$ cat config.mk
export PLATFORM = sky130hd
export DESIGN_NAME = tpu_frame_sequencer_flat
export DESIGN_NICKNAME = d
export VERILOG_FILES = /design/src/rtl/tpu_frame_sequencer_pkg.sv /design/src/rtl/tpu_frame_sequencer_if.sv /design/src/rtl/tpu_frame_sequencer_out_mux.sv /design/src/rtl/tpu_frame_sequencer.sv /design/src/flat_wrapper.sv
export SDC_FILE = /design/constraint.sdc
export NUM_CORES = 1
export LEC_CHECK = 0
export ABC_AREA = 1
export BUFFER_PORTS_ARGS = -buffer_cell sky130_fd_sc_hd__buf_2
export CAP_MARGIN = 10
export CORE_MARGIN = 2
export CORE_UTILIZATION = 30
export DETAILED_ROUTE_END_ITERATION = 8
export HOLD_SLACK_MARGIN = 0.06
export PLACE_DENSITY = 0.45
export SLEW_MARGIN = 20
export SYNTH_ARGS = -nofsm -noshare
export SYNTH_HDL_FRONTEND = slang
export SYNTH_SLANG_ARGS = --single-unit
$ cat constraint.sdc
create_clock -name clk -period 5.1 [get_ports clk]
set_input_delay 1.53 -clock clk [delete_from_list [all_inputs] [get_ports clk]]
set_output_delay 1.53 -clock clk [all_outputs]
set_load 0.005 [all_outputs]
$ cat src/rtl/tpu_frame_sequencer_pkg.sv
// Shared types and status codes for the TPU frame sequencer.
package tpu_frame_pkg;

  typedef enum logic [2:0] {
    S_IDLE,
    S_LEN,
    S_PAYLOAD,
    S_CSUM,
    S_BUSY
  } state_t;

  typedef enum logic {
    FT_GRID,
    FT_MOVE
  } frame_t;

  localparam logic [7:0] ST_OK       = 8'hA0;
  localparam logic [7:0] ST_BAD_HDR  = 8'hA1;
  localparam logic [7:0] ST_BAD_LEN  = 8'hA2;
  localparam logic [7:0] ST_BAD_CSUM = 8'hA3;
  localparam logic [7:0] ST_TIMEOUT  = 8'hA4;
  localparam logic [7:0] ST_BUSY     = 8'hA5;

endpackage

$ cat src/rtl/tpu_frame_sequencer_if.sv
// Byte streams between SPI slave, TPU and SPI host around the frame sequencer.
interface tpu_frame_sequencer_if #(
  parameter int DATA_WIDTH = 8
) ();
  logic                  in_v;
  logic [DATA_WIDTH-1:0] in_d;
  logic                  tpu_iv;
  logic [DATA_WIDTH-1:0] tpu_id;
  logic                  tpu_abort;
  logic                  tpu_done;
  logic                  tpu_ov;
  logic [DATA_WIDTH-1:0] tpu_od;
  logic                  host_busy;
  logic                  out_v;
  logic [DATA_WIDTH-1:0] out_d;

  // master is the sequencer itself; slave is the surrounding environment
  modport master (
    input  in_v, in_d, tpu_done, tpu_ov, tpu_od, host_busy,
    output tpu_iv, tpu_id, tpu_abort, out_v, out_d
  );

  modport slave (
    output in_v, in_d, tpu_done, tpu_ov, tpu_od, host_busy,
    input  tpu_iv, tpu_id, tpu_abort, out_v, out_d
  );
endinterface

$ cat src/rtl/tpu_frame_sequencer_out_mux.sv
// One-entry status register merged behind TPU result bytes onto the host load channel.
module frame_out_mux #(
  parameter int DATA_WIDTH = 8
) (
  input  logic                  clk,
  input  logic                  nrst,
  input  logic                  q_v,
  input  logic [DATA_WIDTH-1:0] q_code,
  input  logic                  tpu_ov,
  input  logic [DATA_WIDTH-1:0] tpu_od,
  input  logic                  host_busy,
  output logic                  out_v,
  output logic [DATA_WIDTH-1:0] out_d
);
  logic                  out_v_reg;
  logic [DATA_WIDTH-1:0] out_d_reg;
  logic [DATA_WIDTH-1:0] status_reg;
  logic                  pending_reg;
  logic                  status_free;

  // a status queued this cycle may leave immediately when the channel is free
  assign status_free = !tpu_ov && !host_busy;

  always_ff @(posedge clk or negedge nrst) begin
    if (!nrst) begin
      out_v_reg   <= 1'b0;
      out_d_reg   <= '0;
      status_reg  <= '0;
      pending_reg <= 1'b0;
    end else begin
      if (tpu_ov) begin
        out_v_reg <= 1'b1;
        out_d_reg <= tpu_od;
      end else if ((q_v || pending_reg) && !host_busy) begin
        out_v_reg <= 1'b1;
        out_d_reg <= q_v ? q_code : status_reg;
      end else begin
        out_v_reg <= 1'b0;
      end
      if (q_v) begin
        status_reg  <= q_code;
        pending_reg <= !status_free;
      end else if (status_free) begin
        pending_reg <= 1'b0;
      end
    end
  end

  assign out_v = out_v_reg;
  assign out_d = out_d_reg;
endmodule

$ cat src/rtl/tpu_frame_sequencer.sv
// Parses HDR/LEN/payload/CSUM frames from the SPI slave, feeds the TPU and reports status.
module tpu_frame_sequencer
  import tpu_frame_pkg::*;
#(
  parameter int                    DATA_WIDTH     = 8,
  parameter logic [DATA_WIDTH-1:0] GRID_HEADER    = 8'b11_01_01_01,
  parameter logic [DATA_WIDTH-1:0] MOVE_HEADER    = 8'b11_10_10_10,
  parameter int                    GRID_BYTES     = 8,
  parameter int                    MAX_MOVES      = 220,
  parameter int                    TIMEOUT_CYCLES = 1024
) (
  input  logic                  clk,
  input  logic                  nrst,
  tpu_frame_sequencer_if.master bus
);
  localparam int GW = $clog2(TIMEOUT_CYCLES + 1);

  state_t                state_reg, state_next;
  frame_t                ftype_reg, ftype_next;
  logic [8:0]            cnt_reg, cnt_next;
  logic [DATA_WIDTH-1:0] csum_reg, csum_next;
  logic [GW-1:0]         gap_reg, gap_next, gap_inc;
  logic                  bad_hdr_seen_reg, bad_hdr_seen_next;
  logic                  busy_drop_reg, busy_drop_next;
  logic                  iv_reg, iv_next;
  logic [DATA_WIDTH-1:0] id_reg, id_next;
  logic                  abort_reg, abort_next;
  logic                  q_v;
  logic [DATA_WIDTH-1:0] q_code;
  logic                  len_ok;
  logic [8:0]            len9;
  logic                  timed_out;

  always_comb begin
    state_next        = state_reg;
    ftype_next        = ftype_reg;
    cnt_next          = cnt_reg;
    csum_next         = csum_reg;
    bad_hdr_seen_next = bad_hdr_seen_reg;
    busy_drop_next    = busy_drop_reg;
    iv_next           = 1'b0;
    id_next           = id_reg;
    abort_next        = 1'b0;
    q_v               = 1'b0;
    q_code            = '0;
    gap_inc           = gap_reg + 1'b1;
    gap_next          = '0;
    len9              = 9'(bus.in_d);
    len_ok            = (ftype_reg == FT_GRID) ? (bus.in_d == DATA_WIDTH'(GRID_BYTES))
                      : ((bus.in_d != '0) && (bus.in_d <= DATA_WIDTH'(MAX_MOVES)));
    timed_out         = !bus.in_v && (gap_inc == GW'(TIMEOUT_CYCLES));

    // the gap counter only runs while a frame is partially received
    if ((state_reg == S_LEN || state_reg == S_PAYLOAD || state_reg == S_CSUM) && !bus.in_v)
      gap_next = gap_inc;

    case (state_reg)
      S_IDLE: begin
        if (bus.in_v) begin
          if (bus.in_d == GRID_HEADER || bus.in_d == MOVE_HEADER) begin
            ftype_next        = (bus.in_d == MOVE_HEADER) ? FT_MOVE : FT_GRID;
            iv_next           = 1'b1;
            id_next           = bus.in_d;
            csum_next         = bus.in_d;
            bad_hdr_seen_next = 1'b0;
            state_next        = S_LEN;
          end else if (!bad_hdr_seen_reg) begin
            q_v               = 1'b1;
            q_code            = DATA_WIDTH'(ST_BAD_HDR);
            bad_hdr_seen_next = 1'b1;
          end
        end
      end
      S_LEN: begin
        if (bus.in_v) begin
          csum_next = csum_reg ^ bus.in_d;
          if (len_ok) begin
            cnt_next   = (ftype_reg == FT_GRID) ? len9 : (len9 << 1);
            state_next = S_PAYLOAD;
          end else begin
            q_v        = 1'b1;
            q_code     = DATA_WIDTH'(ST_BAD_LEN);
            abort_next = 1'b1;
            state_next = S_IDLE;
          end
        end
      end
      S_PAYLOAD: begin
        if (bus.in_v) begin
          iv_next   = 1'b1;
          id_next   = bus.in_d;
          csum_next = csum_reg ^ bus.in_d;
          cnt_next  = cnt_reg - 1'b1;
          if (cnt_reg == 9'd1)
            state_next = S_CSUM;
        end
      end
      S_CSUM: begin
        if (bus.in_v) begin
          if (bus.in_d == csum_reg) begin
            busy_drop_next = 1'b0;
            state_next     = S_BUSY;
          end else begin
            q_v        = 1'b1;
            q_code     = DATA_WIDTH'(ST_BAD_CSUM);
            abort_next = 1'b1;
            state_next = S_IDLE;
          end
        end
      end
      S_BUSY: begin
        if (bus.in_v && !busy_drop_reg) begin
          q_v            = 1'b1;
          q_code         = DATA_WIDTH'(ST_BUSY);
          busy_drop_next = 1'b1;
        end
        // completion outranks a dropped byte in the same cycle
        if (bus.tpu_done) begin
          q_v        = 1'b1;
          q_code     = DATA_WIDTH'(ST_OK);
          state_next = S_IDLE;
        end
      end
      default: state_next = S_IDLE;
    endcase

    if ((state_reg == S_LEN || state_reg == S_PAYLOAD || state_reg == S_CSUM) && timed_out) begin
      q_v        = 1'b1;
      q_code     = DATA_WIDTH'(ST_TIMEOUT);
      abort_next = 1'b1;
      gap_next   = '0;
      state_next = S_IDLE;
    end
  end

  always_ff @(posedge clk or negedge nrst) begin
    if (!nrst) begin
      state_reg        <= S_IDLE;
      ftype_reg        <= FT_GRID;
      cnt_reg          <= '0;
      csum_reg         <= '0;
      gap_reg          <= '0;
      bad_hdr_seen_reg <= 1'b0;
      busy_drop_reg    <= 1'b0;
      iv_reg           <= 1'b0;
      id_reg           <= '0;
      abort_reg        <= 1'b0;
    end else begin
      state_reg        <= state_next;
      ftype_reg        <= ftype_next;
      cnt_reg          <= cnt_next;
      csum_reg         <= csum_next;
      gap_reg          <= gap_next;
      bad_hdr_seen_reg <= bad_hdr_seen_next;
      busy_drop_reg    <= busy_drop_next;
      iv_reg           <= iv_next;
      id_reg           <= id_next;
      abort_reg        <= abort_next;
    end
  end

  assign bus.tpu_iv    = iv_reg;
  assign bus.tpu_id    = id_reg;
  assign bus.tpu_abort = abort_reg;

  frame_out_mux #(.DATA_WIDTH(DATA_WIDTH)) u_out_mux (
    .clk       (clk),
    .nrst      (nrst),
    .q_v       (q_v),
    .q_code    (q_code),
    .tpu_ov    (bus.tpu_ov),
    .tpu_od    (bus.tpu_od),
    .host_busy (bus.host_busy),
    .out_v     (bus.out_v),
    .out_d     (bus.out_d)
  );
endmodule

$ cat src/flat_wrapper.sv
// flat-port wrapper written by rule: the top's interface ports become plain ports
module tpu_frame_sequencer_flat import tpu_frame_pkg::*;
#(
  parameter int                    DATA_WIDTH     = 8,
  parameter logic [DATA_WIDTH-1:0] GRID_HEADER    = 8'b11_01_01_01,
  parameter logic [DATA_WIDTH-1:0] MOVE_HEADER    = 8'b11_10_10_10,
  parameter int                    GRID_BYTES     = 8,
  parameter int                    MAX_MOVES      = 220,
  parameter int                    TIMEOUT_CYCLES = 1024
)
  (clk, nrst, bus_in_v, bus_in_d, bus_tpu_done, bus_tpu_ov, bus_tpu_od, bus_host_busy, bus_tpu_iv, bus_tpu_id, bus_tpu_abort, bus_out_v, bus_out_d);
  tpu_frame_sequencer_if #(.DATA_WIDTH(DATA_WIDTH)) bus_i ();
  input  logic clk;
  input  logic nrst;
  input wire logic [$bits(bus_i.in_v)-1:0] bus_in_v;
  input wire logic [$bits(bus_i.in_d)-1:0] bus_in_d;
  input wire logic [$bits(bus_i.tpu_done)-1:0] bus_tpu_done;
  input wire logic [$bits(bus_i.tpu_ov)-1:0] bus_tpu_ov;
  input wire logic [$bits(bus_i.tpu_od)-1:0] bus_tpu_od;
  input wire logic [$bits(bus_i.host_busy)-1:0] bus_host_busy;
  output wire logic [$bits(bus_i.tpu_iv)-1:0] bus_tpu_iv;
  output wire logic [$bits(bus_i.tpu_id)-1:0] bus_tpu_id;
  output wire logic [$bits(bus_i.tpu_abort)-1:0] bus_tpu_abort;
  output wire logic [$bits(bus_i.out_v)-1:0] bus_out_v;
  output wire logic [$bits(bus_i.out_d)-1:0] bus_out_d;
  assign bus_i.in_v = bus_in_v;
  assign bus_i.in_d = bus_in_d;
  assign bus_i.tpu_done = bus_tpu_done;
  assign bus_i.tpu_ov = bus_tpu_ov;
  assign bus_i.tpu_od = bus_tpu_od;
  assign bus_i.host_busy = bus_host_busy;
  assign bus_tpu_iv = bus_i.tpu_iv;
  assign bus_tpu_id = bus_i.tpu_id;
  assign bus_tpu_abort = bus_i.tpu_abort;
  assign bus_out_v = bus_i.out_v;
  assign bus_out_d = bus_i.out_d;
  tpu_frame_sequencer #(.DATA_WIDTH(DATA_WIDTH), .GRID_HEADER(GRID_HEADER), .MOVE_HEADER(MOVE_HEADER), .GRID_BYTES(GRID_BYTES), .MAX_MOVES(MAX_MOVES), .TIMEOUT_CYCLES(TIMEOUT_CYCLES)) u_core (.clk(clk), .nrst(nrst), .bus(bus_i));
endmodule
==> impl_metrics.py <==
metrics = {
    "grt": {
        "via_count_of_the_first_global_routing_pass": 2909,
        "global_route_wire_length_before_repair_um": 14300,
        "antenna_found_initial": 0,
        "total_congestion_overflow": 0,
        "pin_count_of_the_biggest_net_entering_global_routing": 36,
        "overall_track_demand_over_capacity_in_global_routing_pct": 14.19,
    },
    "setup_path": {
        "timing.critical_path.arrival_ns": 3.15,
        "critical_path_peak_fanout": 16,
        "worst-setup-path-type": "in2reg",
        "timing.critical_path.from": "bus_in_d[6]",
        "timing.critical_path.mode_cell": "sky130_fd_sc_hd__nand2_1",
        "required_ns": 5.31,
        "cp_slowest_cell": "sky130_fd_sc_hd__nor2_2",
        "r2r_slack_ns": 2.84,
        "start_kind": "input port",
        "end_kind": "flop",
        "reg_to_reg_critical_path_startpoint": "u_core.state_reg[2]$_DFFE_PN0P_",
        "cells_along_the_critical_path": "buf_2, inv_1, nand2_1, nor2_1, nand4_1, nand3_1, nand2_1, nor2_2, mux2_2",
        "max_incr_delay_on_cp_ns": 0.46,
    },
    "final_layout": {
        "layout_commonest_cell": "sky130_fd_sc_hd__nand2_1",
        "largest_register_ff_count": 11,
        "most-common-layout-cells": "145 x sky130_fd_sc_hd__nand2_1, 62 x sky130_fd_sc_hd__dfrtp_1, 49 x sky130_fd_sc_hd__nor2_1",
        "area_growth_syn_to_layout_pct": 18.02,
        "final_net_count": 538,
        "post_route_cells_drive_above_1_share_pct": 18.96,
        "antenna-diode-count": 0,
    },
    "timing": {
        "drv_slew": 0,
        "skew_ns": 0.008979,
        "hold_viol": 0,
        "setup_ws_ns": 2.162,
        "final_min_period_over_clock_period_pct": 57.62,
        "relSlewSlack_pct": 54.31,
        "max_freq_ghz": 0.3403,
        "final_period_minus_worst_setup_slack_ns": 2.938,
        "worst_pin_slew_ns": 0.6853,
        "setup-tns-final_ns": 0,
        "setup-violations-final": 0,
        "rsz0062_at_grt": "false",
    },
    "cts": {
        "clkTransAtPathRegs_ns": 0.05,
        "ctsLongestPathBuffers": 2,
        "tritoncts": "yes",
        "ctsHtreeMaxLevel": 3,
        "clock_insertion_delay_worst_skew_ns": 0.33,
        "post-cts-setup-buffers": 0,
        "clockRootBuffer": "sky130_fd_sc_hd__clkbuf_16",
        "postCtsHoldBufs": 0,
        "tritoncts.num_buffers": 9,
        "clock_sinks": 62,
        "cts_resized": 0,
    },
    "yosys": {
        "mappedNetlistNets": 494,
        "synth_area_leader_cell": "sky130_fd_sc_hd__dfrtp_1",
        "synth_sequential_area_ratio_pct": 44.25,
        "netlist_instances": 468,
        "yosys_most_used_dff": "sky130_fd_sc_hd__dfrtp_1",
        "yosys_register_bits": 62,
        "number_of_synthesized_flops_with_an_enable_pin": 0,
        "post_synth_main_area_contributors": "sky130_fd_sc_hd__dfrtp_1 44%, sky130_fd_sc_hd__nand2_1 16%, sky130_fd_sc_hd__nor2_1 5.2%",
        "yosys.cell_types.count": 37,
        "postSynth.asyncResetShare_pct": 100.0,
        "synth_largest_type_area_fraction_pct": 44.25,
        "avgSynthCellArea_um2": 7.491,
        "synth_warnings": 0,
        "synthesis.area_mm2": 0.003506,
    },
    "routing": {
        "drtAntennaViolNets": 0,
        "drt_iter0_markers": 124,
        "route.detailed.vias_per_inst": 4.577,
        "vias": 3021,
        "routed_wirelength_um": 8192,
        "drc_errors": 0,
        "detailedRoute.firstPassIterationCount": 5,
        "routed_wire_length_per_instance_um": 12.41,
    },
    "min_path": {
        "min_from": "u_core.u_out_mux.status_reg[7]$_DFF_PN0_",
        "hold_path.class": "reg2reg",
    },
    "die": {
        "die-height_um": 112.1,
        "core-area_mm2": 0.01142,
        "count_of_standard_cell_rows": 39,
        "floorplan.die_area_mm2": 0.01257,
        "floorplan.die.width_um": 112.1,
        "io_pins": 41,
        "initial_utilization_pct": 30.70,
    },
    "job": {
        "count_of_maximum_capacitance_violations": 0,
    },
    "placement": {
        "routabilityCongestion": 0.8521,
        "worst_slack_placed_ns": 1.825,
        "port_buffer_count": 40,
        "place.detailed.hpwl_um": 6082,
    },
    "status": {
        "status": "completed",
    },
    "pwr": {
        "vdd.ir_drop.worst_v": 0.0001886,
        "p_per_area_mw_per_mm2": 439.7,
        "leak_nw": 2.071,
    },
}
final cells by class:
type / instances / area, um2
inverter: 64 / 240.2
timing repair buffer: 41 / 207.7
clock buffer: 13 / 270.3
multi-input combinational: 334 / 1672
tap: 143 / 178.9
sequential: 62 / 1551
clock inverter: 3 / 17.52
fill: 1216 / 7281
metal layers:
layer  share of wire, %  routed length, um  global-route usage (%)
met3                3.0                247                   2.376
met4                2.2                178                   6.585
met5                  0                  0                       0
met2                 43               3508                   20.84
met1                 52               4257                   20.42
cells by family after synthesis:
kind of cell | after synthesis | share of synthesized area [%]
buffers and inverters | 72 | 8.066
adder cells (fa/ha/maj) | 4 | 1.428
AO/OA/AOI/OAI | 53 | 8.637
flip-flops | 62 | 44.25
XOR/XNOR | 12 | 2.998
AND/OR/NAND/NOR | 263 | 33.98
multiplexers | 2 | 0.6424
power by group:
group | leakage [nW] | internal [mW] | switching [mW]
clock | 0.142 | 0.367 | 0.221
sequential | 0.769 | 0.626 | 0.0873
combinational | 1.16 | 0.196 | 0.322
through the flow:
| stage | cells | util (%) | hold slack [ns] | power (mW) | instance area [um2] |
|---|---|---|---|---|---|
| final | 660 | 36.24 | 0.4649 | 1.819 | 4138 |
| after global routing | 660 | 36.24 | 0.4847 | 1.956 | 4138 |
| after CTS | 660 | 36.24 | 0.4675 | 1.846 | 4138 |
| after detailed placement | 644 | 33.72 | 0.4549 | 1.243 | 3850 |
| after global placement | 644 | 33.72 | 0.4538 | 1.249 | 3850 |
| after floorplan | 468 | - | 0.4343 | 1.071 | 3506 |
synth_stat cells, types with 5 or more instances:
library cell	count
sky130_fd_sc_hd__nand2_1	145
sky130_fd_sc_hd__dfrtp_1	62
sky130_fd_sc_hd__nand3_1	32
sky130_fd_sc_hd__inv_2	17
sky130_fd_sc_hd__nor2_2	7
sky130_fd_sc_hd__nor2_1	49
sky130_fd_sc_hd__nor3_1	5
sky130_fd_sc_hd__a21oi_1	13
sky130_fd_sc_hd__o211ai_1	5
sky130_fd_sc_hd__o21ai_0	24
sky130_fd_sc_hd__inv_1	45
sky130_fd_sc_hd__nand4_1	7
sky130_fd_sc_hd__xor2_1	10
final timing paths:
path                       cells past startpoint                                  endpoint
setup / recovery                               9             u_core.cnt_reg[2]$_DFFE_PN0P_
hold / removal                                 1  u_core.u_out_mux.status_reg[7]$_DFF_PN0_
setup reg to reg                               8             u_core.cnt_reg[2]$_DFFE_PN0P_
hold reg to reg                                1  u_core.u_out_mux.status_reg[7]$_DFF_PN0_
max in group asynchronous                      2     u_core.u_out_mux.out_d[2]$_DFFE_PN0P_
min in group asynchronous                      1             u_core.cnt_reg[7]$_DFFE_PN0P_
critical path: cells and delay by family:
| kind | cells | cell delay [ns] |
|---|---|---|
| and+or+nand+nor | 6 | 0.98 |
| muxes | 1 | 0.39 |
| buffers and inverters | 2 | 0.24 |
No activity file was read; power rests on OpenSTA's default activity.
